### config.mk
export PLATFORM = sky130hd
export DESIGN_NAME = alu_result_fifo
export DESIGN_NICKNAME = d
export VERILOG_FILES = /design/src/rtl/alu_result_fifo.sv
export SDC_FILE = /design/constraint.sdc
export NUM_CORES = 1
export LEC_CHECK = 0
export CAP_MARGIN = 10
export CORE_MARGIN = 2
export CORE_UTILIZATION = 35
export DETAILED_ROUTE_END_ITERATION = 10
export PLACE_DENSITY = 0.65
export SETUP_SLACK_MARGIN = 0.05
export SYNTH_ARGS = -nofsm -noshare
export SYNTH_HDL_FRONTEND = slang
export SYNTH_SLANG_ARGS = --single-unit
### constraint.sdc
create_clock -name clk -period 5.3 [get_ports clk]
set_input_delay 0.53 -clock clk [delete_from_list [all_inputs] [get_ports clk]]
set_output_delay 0.53 -clock clk [all_outputs]
set_load 0.005 [all_outputs]
### src/rtl/alu_result_fifo.sv
// First-word-fall-through queue of ALU results and flags, with a sticky
// overflow indicator that remembers any accepted overflow until cleared.
module alu_result_fifo #(
  parameter int unsigned DEPTH = 4,
  parameter int unsigned WIDTH = 32
) (
  input  logic                       clk,
  input  logic                       rst,
  input  logic                       in_valid,
  output logic                       in_ready,
  input  logic [WIDTH-1:0]           in_y,
  input  logic                       in_cout,
  input  logic                       in_neg,
  input  logic                       in_zero,
  input  logic                       in_ovf,
  output logic                       out_valid,
  input  logic                       out_ready,
  output logic [WIDTH-1:0]           out_y,
  output logic [3:0]                 out_flags,
  output logic [$clog2(DEPTH):0]     count,
  output logic                       sticky_ovf,
  input  logic                       sticky_clr
);

  localparam int unsigned PW = $clog2(DEPTH);
  localparam int unsigned CW = $clog2(DEPTH) + 1;
  localparam int unsigned EW = WIDTH + 4;

  logic [EW-1:0] mem [DEPTH];
  logic [PW-1:0] wr_ptr;
  logic [PW-1:0] rd_ptr;
  logic [CW-1:0] count_q;
  logic          push;
  logic          pop;
  logic [EW-1:0] head;

  // Handshake decode uses registered occupancy only, so a pop never frees a slot in the same cycle.
  always_comb begin
    in_ready  = (count_q < CW'(DEPTH));
    out_valid = (count_q != '0);
    push      = in_valid && in_ready;
    pop       = out_valid && out_ready;
    head      = mem[rd_ptr];
    out_y     = '0;
    out_flags = '0;
    if (out_valid) begin
      out_y     = head[EW-1:4];
      out_flags = head[3:0];
    end
  end

  assign count = count_q;

  // Storage is not reset; the out_valid gate keeps stale entries off the outputs.
  always_ff @(posedge clk) begin
    if (push) begin
      mem[wr_ptr] <= {in_y, in_cout, in_neg, in_zero, in_ovf};
    end
  end

  always_ff @(posedge clk or posedge rst) begin
    if (rst) begin
      wr_ptr     <= '0;
      rd_ptr     <= '0;
      count_q    <= '0;
      sticky_ovf <= 1'b0;
    end else begin
      if (push) begin
        wr_ptr <= wr_ptr + PW'(1);
      end
      if (pop) begin
        rd_ptr <= rd_ptr + PW'(1);
      end
      case ({push, pop})
        2'b10:   count_q <= count_q + CW'(1);
        2'b01:   count_q <= count_q - CW'(1);
        default: count_q <= count_q;
      endcase
      // An overflow push on the same edge as a clear wins.
      if (push && in_ovf) begin
        sticky_ovf <= 1'b1;
      end else if (sticky_clr) begin
        sticky_ovf <= 1'b0;
      end
    end
  end

endmodule

==> flow_summary.html, run 1 <==
<table>
<tr><th>Metric</th><th>Value</th></tr>
<tr><th colspan="2">Synth</th></tr>
<tr><td>Share of the yosys chip area belonging to registers</td><td>76.81%</td></tr>
<tr><td>Commonest cells in the synthesized netlist</td><td>sky130_fd_sc_hd__edfxtp_1 (144), sky130_fd_sc_hd__and2_1 (41), sky130_fd_sc_hd__mux4_2 (36), sky130_fd_sc_hd__inv_1 (9), sky130_fd_sc_hd__dfrtp_1 (8)</td></tr>
<tr><td>Fraction of synthesized cell area taken by the top area cell type</td><td>73.41%</td></tr>
<tr><td>Synthesized netlist net count</td><td>319</td></tr>
<tr><td>Yosys warning count</td><td>0</td></tr>
<tr><td>Leading register cell type out of synthesis</td><td>sky130_fd_sc_hd__edfxtp_1</td></tr>
<tr><td>Cell count after synthesis</td><td>272</td></tr>
<tr><td>Dominant cell type by area after synthesis</td><td>sky130_fd_sc_hd__edfxtp_1</td></tr>
<tr><td>Most repeated cell in the gate-level netlist after synthesis</td><td>sky130_fd_sc_hd__edfxtp_1</td></tr>
<tr><td>Flip-flop and latch count after synthesis</td><td>152</td></tr>
<tr><td>Number of unique standard cell types used by synthesis</td><td>20</td></tr>
<tr><td>Synth top area cells</td><td>sky130_fd_sc_hd__edfxtp_1 (73%), sky130_fd_sc_hd__mux4_2 (14%), sky130_fd_sc_hd__and2_1 (4.4%)</td></tr>
<tr><td>Number of enable-type register cells in the synthesized netlist</td><td>144</td></tr>
<tr><td>Async SR Flop Fraction</td><td>5.263%</td></tr>
<tr><td>Total standard cell area after synthesis</td><td>5891 um2</td></tr>
<tr><td>Per-instance average area after synthesis</td><td>21.66 um2</td></tr>
<tr><th colspan="2">Setup path</th></tr>
<tr><td>Worst reg2reg setup slack</td><td>3060 ps</td></tr>
<tr><td>Worst EP required</td><td>4770 ps</td></tr>
<tr><td>Startpoint-to-endpoint class of the critical path</td><td>reg -&gt; out</td></tr>
<tr><td>Endpoint of the worst register-to-register path</td><td>count[2]$_DFFE_PP0P_</td></tr>
<tr><td>Path depth of the worst reg2reg path</td><td>9</td></tr>
<tr><td>Crit path capture type</td><td>output port</td></tr>
<tr><td>Delay contributed by the slowest stage of the critical path</td><td>860 ps</td></tr>
<tr><td>CP Launch Type</td><td>flop</td></tr>
<tr><td>Cell-by-cell listing of the critical path</td><td>buf_4, mux4_2, and2_1, clkdlybuf4s50_1</td></tr>
<tr><td>Reg2Reg Launch Point</td><td>count[0]$_DFFE_PP0P_</td></tr>
<tr><td>Arrival time of the worst setup path</td><td>2910 ps</td></tr>
<tr><td>Critical-path cell with the highest stage delay</td><td>sky130_fd_sc_hd__dfrtp_2</td></tr>
<tr><td>Maximum fanout count along the critical path</td><td>22</td></tr>
<tr><th colspan="2">Power</th></tr>
<tr><td>Worst vdd rail ir drop</td><td>234.9 uV</td></tr>
<tr><td>Leakage</td><td>2.454 nW</td></tr>
<tr><td>Net switching power of the design</td><td>0.001044 W</td></tr>
<tr><td>Share of power burned in registers</td><td>40.9%</td></tr>
<tr><td>Proportion of total power due to net switching</td><td>25.47%</td></tr>
<tr><td>Internal power of the cells</td><td>0.003056 W</td></tr>
<tr><td>Power share of the clock group</td><td>28.4%</td></tr>
<tr><td>Combinational share of power</td><td>30.7%</td></tr>
<tr><td>Power density normalized to cell area</td><td>547.3 nW/um2</td></tr>
<tr><th colspan="2">Detailed routing</th></tr>
<tr><td>Post-Route WL</td><td>10.62 mm</td></tr>
<tr><td>Wire per inst</td><td>17.91 um</td></tr>
<tr><td>Total vias in the final route</td><td>2751</td></tr>
<tr><td>Initial DRT Pass Iterations</td><td>4</td></tr>
<tr><td>Antenna-violating nets left</td><td>0</td></tr>
<tr><td>DRC violation total after the first TritonRoute iteration</td><td>150</td></tr>
<tr><td>Ratio of routed vias to standard cells</td><td>4.639</td></tr>
<tr><td>Number of remaining DRC errors</td><td>0</td></tr>
<tr><th colspan="2">Placement</th></tr>
<tr><td>PortBufs</td><td>82</td></tr>
<tr><td>Post-DP HPWL</td><td>6.153 mm</td></tr>
<tr><td>Worst-case setup slack after placement</td><td>2198 ps</td></tr>
<tr><td>Placed instance count</td><td>563</td></tr>
<tr><td>Post-Place Cell Area</td><td>6928 um2</td></tr>
<tr><td>Final weighted congestion in routability-driven placement</td><td>0.6167</td></tr>
<tr><th colspan="2">Global route</th></tr>
<tr><td>Number of antenna violations at the first check in global routing</td><td>0</td></tr>
<tr><td>Pin count of the biggest net entering global routing</td><td>40</td></tr>
<tr><td>Remaining Overflow, GRT</td><td>0</td></tr>
<tr><td>Number of global-route vias before repair</td><td>3034</td></tr>
<tr><td>Global routing usage summed across all routing layers</td><td>13.12%</td></tr>
<tr><td>Global-route wire length before repair</td><td>16.79 mm</td></tr>
<tr><th colspan="2">Finish</th></tr>
<tr><td>Area grow syn2layout</td><td>27.19%</td></tr>
<tr><td>Area occupied by multi-input gates</td><td>1256 um2</td></tr>
<tr><td>Design area</td><td>7492 um2</td></tr>
<tr><td>Number of nets in the finished design</td><td>409</td></tr>
<tr><td>Sequential Area</td><td>4527 um2</td></tr>
<tr><td># fillers</td><td>1403</td></tr>
<tr><td>Antenna cells</td><td>0</td></tr>
<tr><td>Final standard cell count with taps included and fillers excluded</td><td>593</td></tr>
<tr><td>Share of cells above drive strength 1</td><td>18.50%</td></tr>
<tr><th colspan="2">Die</th></tr>
<tr><td>IO Count</td><td>83</td></tr>
<tr><td>Total die area</td><td>17880 um2</td></tr>
<tr><td>Number of rows in the core area</td><td>47</td></tr>
<tr><td>Core area</td><td>16520 um2</td></tr>
<tr><td>Vertical die dimension</td><td>133.7 um</td></tr>
<tr><td>Starting Density</td><td>35.65%</td></tr>
<tr><td>Chip Width</td><td>133.7 um</td></tr>
<tr><th colspan="2">Clocking</th></tr>
<tr><td>Clock slew at reported path FFs</td><td>60 ps</td></tr>
<tr><td>Number of buffers added by the clock tree synthesis step</td><td>17</td></tr>
<tr><td>Hold-fix buffer count after cts</td><td>0</td></tr>
<tr><td>Post CTS Setup Buffer Count</td><td>0</td></tr>
<tr><td>Largest buffer count on any clock path</td><td>2</td></tr>
<tr><td>Clock sink count</td><td>152</td></tr>
<tr><td>Resized Gates After CTS</td><td>0</td></tr>
<tr><td>H-Tree Level Count</td><td>4</td></tr>
<tr><td>Root buffer cell</td><td>sky130_fd_sc_hd__clkbuf_16</td></tr>
<tr><td>Clock tree from TritonCTS</td><td>built</td></tr>
<tr><td>Clock insertion delay at the later pin of the skew report</td><td>420 ps</td></tr>
<tr><th colspan="2">Timing</th></tr>
<tr><td>Setup TNS</td><td>0 ps</td></tr>
<tr><td>Endpoints failing setup</td><td>0</td></tr>
<tr><td>Final setup margin</td><td>1860 ps</td></tr>
<tr><td>Final number of hold-violating endpoints</td><td>0</td></tr>
<tr><td>Period minus WS final</td><td>3440 ps</td></tr>
<tr><td>Maximum operating frequency</td><td>290.7 MHz</td></tr>
<tr><td>Unrepaired setup endpoints after global routing</td><td>no</td></tr>
<tr><td>Actual slew at the worst max-slew pin</td><td>1044 ps</td></tr>
<tr><td>Worst slew slack as a fraction of its limit</td><td>30.38%</td></tr>
<tr><td>Final critical-path share of the clock period</td><td>64.91%</td></tr>
<tr><td>Worst clock skew</td><td>8.967 ps</td></tr>
<tr><td>Count of pins over their slew limit</td><td>0</td></tr>
<tr><th colspan="2">Run</th></tr>
<tr><td>Maximum Capacitance Violations</td><td>0</td></tr>
<tr><th colspan="2">Worst hold path</th></tr>
<tr><td>Path class of the lowest-slack min-delay path</td><td>in -&gt; async</td></tr>
<tr><th colspan="2">Status</th></tr>
<tr><td>Status</td><td>complete, no violations</td></tr>
</table>
==> through the flow <==
| stage | util [%] | hold WS [ps] | total power (W) |
|---|---|---|---|
| final | 45.34 | 362.7 | 0.004100 |
| after global routing | 45.34 | 381.6 | 0.004321 |
| after CTS | 45.34 | 358.8 | 0.004171 |
| after detailed placement | 41.92 | 527.3 | 0.003009 |
| after global placement | 41.92 | 512.3 | 0.002988 |
| after floorplan | - | 345.7 | 0.002361 |
==> power groups by stage <==
stage,Clock (W),Combinational [W],Sequential (W)
2_1_floorplan,0,0.000783,0.00158
3_3_place_gp,0,0.00129,0.00170
3_5_place_dp,0,0.00130,0.00171
4_1_cts,0.00118,0.00130,0.00169
5_1_grt,0.00124,0.00137,0.00171
6_report,0.00116,0.00126,0.00168
==> how the worst max path moves through the flow <==
stage                                endpoint                   from  slack (ps)  cells after the start
final                               out_y[30]  rd_ptr[0]$_DFFE_PP0P_        1860                      4
after global routing                out_y[30]  rd_ptr[0]$_DFFE_PP0P_        1620                      4
after CTS                           out_y[30]  rd_ptr[0]$_DFFE_PP0P_        1730                      4
after detailed placement            out_y[30]  rd_ptr[0]$_DFFE_PP0P_        2200                      4
after global placement              out_y[30]  rd_ptr[0]$_DFFE_PP0P_        2190                      4
after floorplan           mem[0][0]$_DFFE_PP_               in_valid        3100                      3
==> layout make-up <==
type                            instances  share of cell area, %
Sequential cell                       152                  60.42
Clock inverter                         12                  1.804
Multi-Input combinational cell         98                  16.77
Timing Repair Buffer                   84                  11.16
Inverter                                9                 0.4509
Clock buffer                           18                  5.728
Tap cell                              220                  3.674
==> cell families after synthesis <==
family / after synthesis / synth area share (%)
flip-flops: 152 / 76.81
AND/OR/NAND/NOR: 47 / 4.843
multiplexers: 37 / 13.93
buffers and inverters: 22 / 1.954
XOR/XNOR: 6 / 0.8921
adder cells (fa/ha/maj): 6 / 1.402
AO/OA/AOI/OAI: 2 / 0.1699
==> registers in the layout, indices dropped and copies added, names as in the netlist <==
name	cells
count	3
rd_ptr	2
wr_ptr	2
mem	144
sticky_ovf	1
==> layer usage <==
layer	up-vias	track usage [%]	wire, um
met5	-	0	0
met1	1415	15.42	4470
met4	0	5.674	182
met3	15	5.213	586
li1	1252	-	-
met2	69	21.42	5379
==> worst max-delay path, delay by kind of cell (launching register included) <==
family	cells	cell delay [ps]
mux	1	560
buf+inv	2	900
simple gates	1	170
flops	1	860
==> layout by cell type, fill, tap and decap left out, drive strengths merged, types with 3 or more instances in the layout <==
cell / n
edfxtp: 144
clkdlybuf4s50: 82
and2: 41
mux4: 36
clkbuf: 18
inv: 9
dfrtp: 8
clkinv: 7
ha: 5
xnor2: 4
bufinv: 3
(Power assumes the default switching activity.)
==> inputs of run 2 (changes only) <==
--- a/config.mk
+++ b/config.mk
@@ -9,7 +9,7 @@
 export CORE_MARGIN = 2
 export CORE_UTILIZATION = 35
 export DETAILED_ROUTE_END_ITERATION = 10
-export PLACE_DENSITY = 0.65
+export PLACE_DENSITY = 0.67
 export SETUP_SLACK_MARGIN = 0.05
 export SYNTH_ARGS = -nofsm -noshare
 export SYNTH_HDL_FRONTEND = slang
==> constraint.sdc (replaced) <==
create_clock -name clk -period 2.95 [get_ports clk]
set_input_delay 0.295 -clock clk [delete_from_list [all_inputs] [get_ports clk]]
set_output_delay 0.295 -clock clk [all_outputs]
set_load 0.005 [all_outputs]
==> run 2 against run 1 <==
Via count rose by 2.6%. Highest routed layer unchanged. Total power increased by 87%. Routed wire length increased by 0.63%. Count of clock-buffer cells in the layout grew 6. Critical endpoint is now out_flags[0]. Combinational power is 100% higher. Clock power rose by 96%. Cell count grew 2.0%.
==> flow_summary.html, run 2 (synthesis results as in run 1) <==
<table>
<tr><th>Metric</th><th>Value</th></tr>
<tr><th colspan="2">Status</th></tr>
<tr><td>Status</td><td>complete, no violations</td></tr>
<tr><th colspan="2">Setup path</th></tr>
<tr><td>CP Launch Type</td><td>flop</td></tr>
<tr><td>Crit path capture type</td><td>output port</td></tr>
<tr><td>Worst EP required</td><td>2650 ps (-2120 ps)</td></tr>
<tr><td>Arrival time of the worst setup path</td><td>2270 ps (-640 ps)</td></tr>
<tr><td>Startpoint-to-endpoint class of the critical path</td><td>reg -&gt; out</td></tr>
<tr><td>Maximum fanout count along the critical path</td><td>24 (+9.1%)</td></tr>
<tr><th colspan="2">Clocking</th></tr>
<tr><td>Clock slew at reported path FFs</td><td>60 ps (about the same)</td></tr>
<tr><td>Largest buffer count on any clock path</td><td>2 (unchanged)</td></tr>
<tr><td>Resized Gates After CTS</td><td>0 (unchanged)</td></tr>
<tr><td>Clock sink count</td><td>152 (unchanged)</td></tr>
<tr><td>Number of buffers added by the clock tree synthesis step</td><td>17 (unchanged)</td></tr>
<tr><td>H-Tree Level Count</td><td>4 (unchanged)</td></tr>
<tr><td>Post CTS Setup Buffer Count</td><td>0 (unchanged)</td></tr>
<tr><td>Clock tree from TritonCTS</td><td>built</td></tr>
<tr><td>Clock insertion delay at the later pin of the skew report</td><td>420 ps (about the same)</td></tr>
<tr><td>Hold-fix buffer count after cts</td><td>0 (unchanged)</td></tr>
<tr><td>Root buffer cell</td><td>sky130_fd_sc_hd__clkbuf_16</td></tr>
<tr><th colspan="2">Detailed routing</th></tr>
<tr><td>Ratio of routed vias to standard cells</td><td>4.664 (+0.55%)</td></tr>
<tr><td>Antenna-violating nets left</td><td>0 (unchanged)</td></tr>
<tr><td>Initial DRT Pass Iterations</td><td>4 (unchanged)</td></tr>
<tr><td>Post-Route WL</td><td>10.69 mm (+0.63%)</td></tr>
<tr><td>Wire per inst</td><td>17.66 um (-1.4%)</td></tr>
<tr><td>Number of remaining DRC errors</td><td>0 (unchanged)</td></tr>
<tr><td>DRC violation total after the first TritonRoute iteration</td><td>202 (+35%)</td></tr>
<tr><td>Total vias in the final route</td><td>2822 (+2.6%)</td></tr>
<tr><th colspan="2">Timing</th></tr>
<tr><td>Worst clock skew</td><td>12.90 ps (+3.932 ps)</td></tr>
<tr><td>Worst slew slack as a fraction of its limit</td><td>66.39% (+36 points)</td></tr>
<tr><td>Setup TNS</td><td>0 ps (unchanged)</td></tr>
<tr><td>Period minus WS final</td><td>2570 ps</td></tr>
<tr><td>Endpoints failing setup</td><td>0 (unchanged)</td></tr>
<tr><td>Final critical-path share of the clock period</td><td>87.11%</td></tr>
<tr><td>Count of pins over their slew limit</td><td>0 (unchanged)</td></tr>
<tr><td>Final number of hold-violating endpoints</td><td>0 (unchanged)</td></tr>
<tr><td>Unrepaired setup endpoints after global routing</td><td>no</td></tr>
<tr><td>Actual slew at the worst max-slew pin</td><td>503.2 ps (-541.1 ps)</td></tr>
<tr><td>Maximum operating frequency</td><td>389.2 MHz</td></tr>
<tr><th colspan="2">Finish</th></tr>
<tr><td>Core utilization of the finished layout</td><td>46.38% (+1.0 points)</td></tr>
<tr><td>Area grow syn2layout</td><td>30.12%</td></tr>
<tr><td>Antenna cells</td><td>0 (unchanged)</td></tr>
<tr><td>Number of nets in the finished design</td><td>419 (+2.4%)</td></tr>
<tr><td>Share of cells above drive strength 1</td><td>21.56% (+3.1 points)</td></tr>
<tr><td>Max reg flops</td><td>144 (unchanged)</td></tr>
<tr><td>Commonest cells after routing, fill and taps aside</td><td>sky130_fd_sc_hd__edfxtp_1 (144), sky130_fd_sc_hd__clkdlybuf4s50_1 (82), sky130_fd_sc_hd__and2_1 (37), sky130_fd_sc_hd__mux4_2 (36), sky130_fd_sc_hd__clkbuf_16 (17)</td></tr>
<tr><td>Design area</td><td>7665 um2 (+2.3%)</td></tr>
<tr><td>Leading cell type in the layout, fill and taps excluded</td><td>sky130_fd_sc_hd__edfxtp_1</td></tr>
<tr><td>Register with the most flip-flops</td><td>mem</td></tr>
<tr><th colspan="2">Power</th></tr>
<tr><td>Power density normalized to cell area</td><td>997.8 nW/um2 (+82%)</td></tr>
<tr><td>Post-route total power</td><td>0.007648 W (+87%)</td></tr>
<tr><td>Leakage</td><td>2.551 nW (+3.9%)</td></tr>
<tr><td>Worst vdd rail ir drop</td><td>558.6 uV (+140%)</td></tr>
<tr><th colspan="2">Placement</th></tr>
<tr><td>Post-DP HPWL</td><td>6.579 mm (+6.9%)</td></tr>
<tr><td>Post-Place Cell Area</td><td>7028 um2 (+1.4%)</td></tr>
<tr><td>PortBufs</td><td>82 (unchanged)</td></tr>
<tr><td>Final weighted congestion in routability-driven placement</td><td>0.6427 (+4.2%)</td></tr>
<tr><th colspan="2">Die</th></tr>
<tr><td>Number of rows in the core area</td><td>47 (unchanged)</td></tr>
<tr><td>Total die area</td><td>17880 um2 (unchanged)</td></tr>
<tr><td>Starting Density</td><td>35.65% (unchanged)</td></tr>
<tr><td>Vertical die dimension</td><td>133.7 um (unchanged)</td></tr>
<tr><td>Chip Width</td><td>133.7 um (unchanged)</td></tr>
<tr><td>Core area</td><td>16520 um2 (unchanged)</td></tr>
<tr><td>IO Count</td><td>83 (unchanged)</td></tr>
<tr><th colspan="2">Run</th></tr>
<tr><td>Maximum Capacitance Violations</td><td>0 (unchanged)</td></tr>
<tr><th colspan="2">Global route</th></tr>
<tr><td>Number of antenna violations at the first check in global routing</td><td>0 (unchanged)</td></tr>
<tr><td>Global routing usage summed across all routing layers</td><td>13.02% (-0.10 points)</td></tr>
<tr><td>Global-route wire length before repair</td><td>16.96 mm (+0.99%)</td></tr>
<tr><td>Pin count of the biggest net entering global routing</td><td>40 (unchanged)</td></tr>
<tr><td>Remaining Overflow, GRT</td><td>0 (unchanged)</td></tr>
<tr><td>Number of global-route vias before repair</td><td>3147 (+3.7%)</td></tr>
<tr><th colspan="2">Worst hold path</th></tr>
<tr><td>Path class of the lowest-slack min-delay path</td><td>in -&gt; async</td></tr>
</table>
-- run 2: worst max-delay path, stage by stage, from the launching register on --
cell and delay (ps):
sky130_fd_sc_hd__dfrtp_2 620, sky130_fd_sc_hd__buf_12 260, sky130_fd_sc_hd__mux4_2 320, sky130_fd_sc_hd__and2_1 170, sky130_fd_sc_hd__clkdlybuf4s50_1 470
-- run 2: layout make-up --
class | instances | area, um2
Fill cell | 1388 | 8860
Sequential cell | 152 | 4527
Multi-Input combinational cell | 98 | 1256
Timing Repair Buffer | 94 | 935.9
Clock buffer | 24 | 491.7
Tap cell | 220 | 275.3
Clock inverter | 8 | 145.1
Inverter | 9 | 33.78
-- run 2: path summary, 6_finish.rpt --
kind | from | endpoint | slack (ps) | depth (start not counted)
min | rst | count[0]$_DFFE_PP0P_ | 120 | 2
max reg2reg | count[0]$_DFFE_PP0P_ | count[2]$_DFFE_PP0P_ | 740 | 9
max | rd_ptr[1]$_DFFE_PP0P_ | out_flags[0] | 380 | 4
min in group clk | sticky_clr | sticky_ovf$_DFFE_PP0P_ | 460 | 2
max in group asynchronous | rst | rd_ptr[0]$_DFFE_PP0P_ | 2560 | 2
min reg2reg | count[0]$_DFFE_PP0P_ | count[0]$_DFFE_PP0P_ | 540 | 1
-- run 2: metrics by stage --
stage | cells | setup WS [ps] | hold WS, ps
after floorplan | 272 | 889.7 | 110.7
after global placement | 573 | 755.1 | 502.6
after detailed placement | 573 | 694.3 | 526.9
after CTS | 605 | 328.3 | 118.7
after global routing | 605 | 266.7 | 186.4
final | 605 | 380.3 | 124.0
-- run 2: power breakdown --
| group | switching [W] | total (W) | leakage [nW] | internal (W) |
|---|---|---|---|---|
| combinational | 0.000982 | 0.00252 | 0.843 | 0.00154 |
| clock | 0.000770 | 0.00227 | 0.306 | 0.00150 |
| sequential | 0.000135 | 0.00286 | 1.40 | 0.00272 |
| total | 0.00189 | 0.00765 | 2.55 | 0.00576 |
-- run 2: layer usage --
| layer | GRT usage (%) | routed length [um] | vias up |
|---|---|---|---|
| met5 | 0 | 0 | - |
| met4 | 4.669 | 141 | 0 |
| met3 | 4.490 | 493 | 13 |
| met2 | 21.45 | 5482 | 62 |
| met1 | 16.00 | 4569 | 1475 |
| li1 | - | - | 1272 |
==> inputs of run 3 (changes only) <==
--- a/config.mk
+++ b/config.mk
@@ -6,10 +6,11 @@
 export NUM_CORES = 1
 export LEC_CHECK = 0
 export CAP_MARGIN = 10
+export CORE_ASPECT_RATIO = 1.1
 export CORE_MARGIN = 2
-export CORE_UTILIZATION = 35
+export CORE_UTILIZATION = 49
 export DETAILED_ROUTE_END_ITERATION = 10
-export PLACE_DENSITY = 0.67
+export PLACE_DENSITY = 0.86
 export SETUP_SLACK_MARGIN = 0.05
 export SYNTH_ARGS = -nofsm -noshare
 export SYNTH_HDL_FRONTEND = slang
==> run 3 against run 2 <==
Sequential power barely moved. Cell area down 1.3%. Die area down 28%. Register-to-register slack lost 70 ps. Global-route usage up 4.6 points. Sequential share of layout area increased by 0.78 points. Critical path type unchanged. Critical endpoint unchanged.
==> flow_summary.html, run 3 (synthesis results as in run 1) <==
<table>
<tr><th>Metric</th><th>Value</th></tr>
<tr><th colspan="2">Finish</th></tr>
<tr><td>Commonest cells after routing, fill and taps aside</td><td>sky130_fd_sc_hd__edfxtp_1 (144), sky130_fd_sc_hd__clkdlybuf4s50_1 (82), sky130_fd_sc_hd__and2_1 (37), sky130_fd_sc_hd__mux4_2 (36), sky130_fd_sc_hd__clkbuf_16 (17)</td></tr>
<tr><td>Design area</td><td>7569 um2 (-1.3%)</td></tr>
<tr><td>Area grow syn2layout</td><td>28.48%</td></tr>
<tr><td>Leading cell type in the layout, fill and taps excluded</td><td>sky130_fd_sc_hd__edfxtp_1</td></tr>
<tr><td>Register with the most flip-flops</td><td>mem</td></tr>
<tr><td>Antenna cells</td><td>0 (unchanged)</td></tr>
<tr><td>Max reg flops</td><td>144 (unchanged)</td></tr>
<tr><td>Share of cells above drive strength 1</td><td>21.15% (-0.41 points)</td></tr>
<tr><td>Number of nets in the finished design</td><td>417 (-0.48%)</td></tr>
<tr><th colspan="2">Detailed routing</th></tr>
<tr><td>Number of remaining DRC errors</td><td>0 (unchanged)</td></tr>
<tr><td>Ratio of routed vias to standard cells</td><td>5.264 (+13%)</td></tr>
<tr><td>Wire per inst</td><td>19.39 um (+9.8%)</td></tr>
<tr><td>Total vias in the final route</td><td>2827 (+0.18%)</td></tr>
<tr><td>Post-Route WL</td><td>10.41 mm (-2.6%)</td></tr>
<tr><td>Initial DRT Pass Iterations</td><td>4 (unchanged)</td></tr>
<tr><td>DRC violation total after the first TritonRoute iteration</td><td>153 (-24%)</td></tr>
<tr><td>Antenna-violating nets left</td><td>0 (unchanged)</td></tr>
<tr><th colspan="2">Clocking</th></tr>
<tr><td>Number of buffers added by the clock tree synthesis step</td><td>17 (unchanged)</td></tr>
<tr><td>Clock slew at reported path FFs</td><td>60 ps (about the same)</td></tr>
<tr><td>Clock sink count</td><td>152 (unchanged)</td></tr>
<tr><td>Clock insertion delay at the later pin of the skew report</td><td>410 ps (about the same)</td></tr>
<tr><td>Hold-fix buffer count after cts</td><td>0 (unchanged)</td></tr>
<tr><td>H-Tree Level Count</td><td>4 (unchanged)</td></tr>
<tr><td>Clock tree from TritonCTS</td><td>built</td></tr>
<tr><td>Root buffer cell</td><td>sky130_fd_sc_hd__clkbuf_16</td></tr>
<tr><td>Largest buffer count on any clock path</td><td>2 (unchanged)</td></tr>
<tr><th colspan="2">Setup path</th></tr>
<tr><td>CP Launch Type</td><td>flop</td></tr>
<tr><td>Cell-by-cell listing of the critical path</td><td>buf_4, mux4_2, and2_1, clkdlybuf4s50_1</td></tr>
<tr><td>Delay contributed by the slowest stage of the critical path</td><td>570 ps (-50 ps)</td></tr>
<tr><td>Maximum fanout count along the critical path</td><td>25 (+4.2%)</td></tr>
<tr><td>Critical-path cell with the highest stage delay</td><td>sky130_fd_sc_hd__dfrtp_2</td></tr>
<tr><td>Reg2Reg Launch Point</td><td>count[0]$_DFFE_PP0P_</td></tr>
<tr><td>Crit path capture type</td><td>output port</td></tr>
<tr><td>Worst reg2reg setup slack</td><td>670 ps (-70 ps)</td></tr>
<tr><td>Path depth of the worst reg2reg path</td><td>9 (unchanged)</td></tr>
<tr><td>Arrival time of the worst setup path</td><td>2410 ps (+140 ps)</td></tr>
<tr><td>Startpoint-to-endpoint class of the critical path</td><td>reg -&gt; out</td></tr>
<tr><td>Endpoint of the worst register-to-register path</td><td>count[2]$_DFFE_PP0P_</td></tr>
<tr><td>Worst EP required</td><td>2650 ps (about the same)</td></tr>
<tr><th colspan="2">Timing</th></tr>
<tr><td>Endpoints failing setup</td><td>0 (unchanged)</td></tr>
<tr><td>Unrepaired setup endpoints after global routing</td><td>no</td></tr>
<tr><td>Period minus WS final</td><td>2708 ps (+138.4 ps)</td></tr>
<tr><td>Maximum operating frequency</td><td>369.3 MHz (-5.1%)</td></tr>
<tr><td>Final critical-path share of the clock period</td><td>91.80% (+4.7 points)</td></tr>
<tr><td>Setup TNS</td><td>0 ps (unchanged)</td></tr>
<tr><td>Actual slew at the worst max-slew pin</td><td>558.2 ps (+55.02 ps)</td></tr>
<tr><td>Final number of hold-violating endpoints</td><td>0 (unchanged)</td></tr>
<tr><td>Final hold slack</td><td>154.0 ps (+30.00 ps)</td></tr>
<tr><td>Count of pins over their slew limit</td><td>0 (unchanged)</td></tr>
<tr><td>Worst clock skew</td><td>9.610 ps (-3.289 ps)</td></tr>
<tr><td>Worst slew slack as a fraction of its limit</td><td>62.71% (-3.7 points)</td></tr>
<tr><th colspan="2">Die</th></tr>
<tr><td>Total die area</td><td>12920 um2 (-28%)</td></tr>
<tr><td>Number of rows in the core area</td><td>42 (-11%)</td></tr>
<tr><td>IO Count</td><td>83 (unchanged)</td></tr>
<tr><td>Chip Width</td><td>108.5 um (-19%)</td></tr>
<tr><td>Core area</td><td>11880 um2 (-28%)</td></tr>
<tr><td>Starting Density</td><td>49.60% (+14 points)</td></tr>
<tr><td>Vertical die dimension</td><td>119.0 um (-11%)</td></tr>
<tr><th colspan="2">Global route</th></tr>
<tr><td>Global routing usage summed across all routing layers</td><td>17.67% (+4.6 points)</td></tr>
<tr><td>Number of antenna violations at the first check in global routing</td><td>0 (unchanged)</td></tr>
<tr><td>Global-route wire length before repair</td><td>16.46 mm (-2.9%)</td></tr>
<tr><td>Remaining Overflow, GRT</td><td>0 (unchanged)</td></tr>
<tr><td>Number of global-route vias before repair</td><td>3125 (-0.70%)</td></tr>
<tr><td>Pin count of the biggest net entering global routing</td><td>40 (unchanged)</td></tr>
<tr><th colspan="2">Power</th></tr>
<tr><td>Leakage</td><td>2.519 nW (-1.2%)</td></tr>
<tr><td>Power density normalized to cell area</td><td>997.4 nW/um2 (about the same)</td></tr>
<tr><td>Worst vdd rail ir drop</td><td>521.6 uV (-6.6%)</td></tr>
<tr><th colspan="2">Placement</th></tr>
<tr><td>Post-DP HPWL</td><td>6.302 mm (-4.2%)</td></tr>
<tr><td>PortBufs</td><td>82 (unchanged)</td></tr>
<tr><td>Post-Place Cell Area</td><td>6945 um2 (-1.2%)</td></tr>
<tr><td>Final weighted congestion in routability-driven placement</td><td>0.6384 (-0.67%)</td></tr>
<tr><th colspan="2">Worst hold path</th></tr>
<tr><td>Path class of the lowest-slack min-delay path</td><td>in -&gt; async</td></tr>
<tr><th colspan="2">Run</th></tr>
<tr><td>Maximum Capacitance Violations</td><td>0 (unchanged)</td></tr>
<tr><th colspan="2">Status</th></tr>
<tr><td>Status</td><td>complete, no violations</td></tr>
</table>
## run 3: cell count changes in the layout (fill, tap and decap cells not counted)
cell                         change
sky130_fd_sc_hd__buf_4           -5
sky130_fd_sc_hd__clkinv_4        +1
sky130_fd_sc_hd__bufinv_16       -1
sky130_fd_sc_hd__clkinvlp_4      +2
sky130_fd_sc_hd__inv_6           +1
sky130_fd_sc_hd__buf_12          +3
sky130_fd_sc_hd__clkbuf_8        -3
sky130_fd_sc_hd__dfrtp_4         +1
sky130_fd_sc_hd__dfrtp_2         -1
## run 3: stage by stage
stage / util [%] / std cells / total power (W) / setup WS, ps
2_1_floorplan: - / 272 / 0.004241 / 889.7
3_3_place_gp: 58.48 / 502 / 0.005375 / 490.5
3_5_place_dp: 58.48 / 502 / 0.005446 / 475.3
4_1_cts: 63.54 / 534 / 0.007628 / 110.8
5_1_grt: 63.73 / 537 / 0.007931 / 136.9
6_report: 63.73 / 537 / 0.007549 / 241.9
## run 3: critical path, delay by kind of cell, from the launching register on
| kind | cells | cell delay (ps) |
|---|---|---|
| buf+inv | 2 | 860 |
| flops | 1 | 570 |
| mux | 1 | 370 |
| simple gates | 1 | 190 |
## run 3: layer usage
layer  up-vias  wire, um  global-route usage [%]
met5         -         0                       0
li1       1272         -                       -
met1      1479      4249                   20.49
met3        11       524                   6.568
met2        65      5543                   30.23
met4         0        92                   5.689
## run 3: repair_timing
item / CTS / global route
pin swaps: 0 / 0
resized for setup: 1 / 0
gates cloned: 0 / 0
setup buffers: 0 / 3
hold endpoints to repair: 0 / 0
setup endpoints to repair: 13 / 2
## run 3: worst max-delay path by stage
stage	cells after the start	slack (ps)	from	endpoint
6_report	4	240	rd_ptr[1]$_DFFE_PP0P_	out_flags[0]
5_1_grt	4	140	rd_ptr[1]$_DFFE_PP0P_	out_y[0]
4_1_cts	4	110	rd_ptr[0]$_DFFE_PP0P_	out_flags[0]
3_5_place_dp	4	480	rd_ptr[0]$_DFFE_PP0P_	out_flags[0]
3_3_place_gp	4	490	rd_ptr[0]$_DFFE_PP0P_	out_flags[1]
2_1_floorplan	3	890	count[2]$_DFFE_PP0P_	mem[0][0]$_DFFE_PP_
## run 3: area by class of cell
type / instances / area (um2)
clock inverters: 11 / 147.6
well taps: 154 / 192.7
inverters: 9 / 33.78
fillers: 849 / 4308
repair buffers: 92 / 958.4
clock buffers: 21 / 450.4
flip-flops and latches: 152 / 4529
multi-input cells: 98 / 1256
## run 3: power breakdown
group	switching [W]	internal, W
registers	0.000138	0.00273
logic	0.000982	0.00155
clock network	0.000799	0.00135
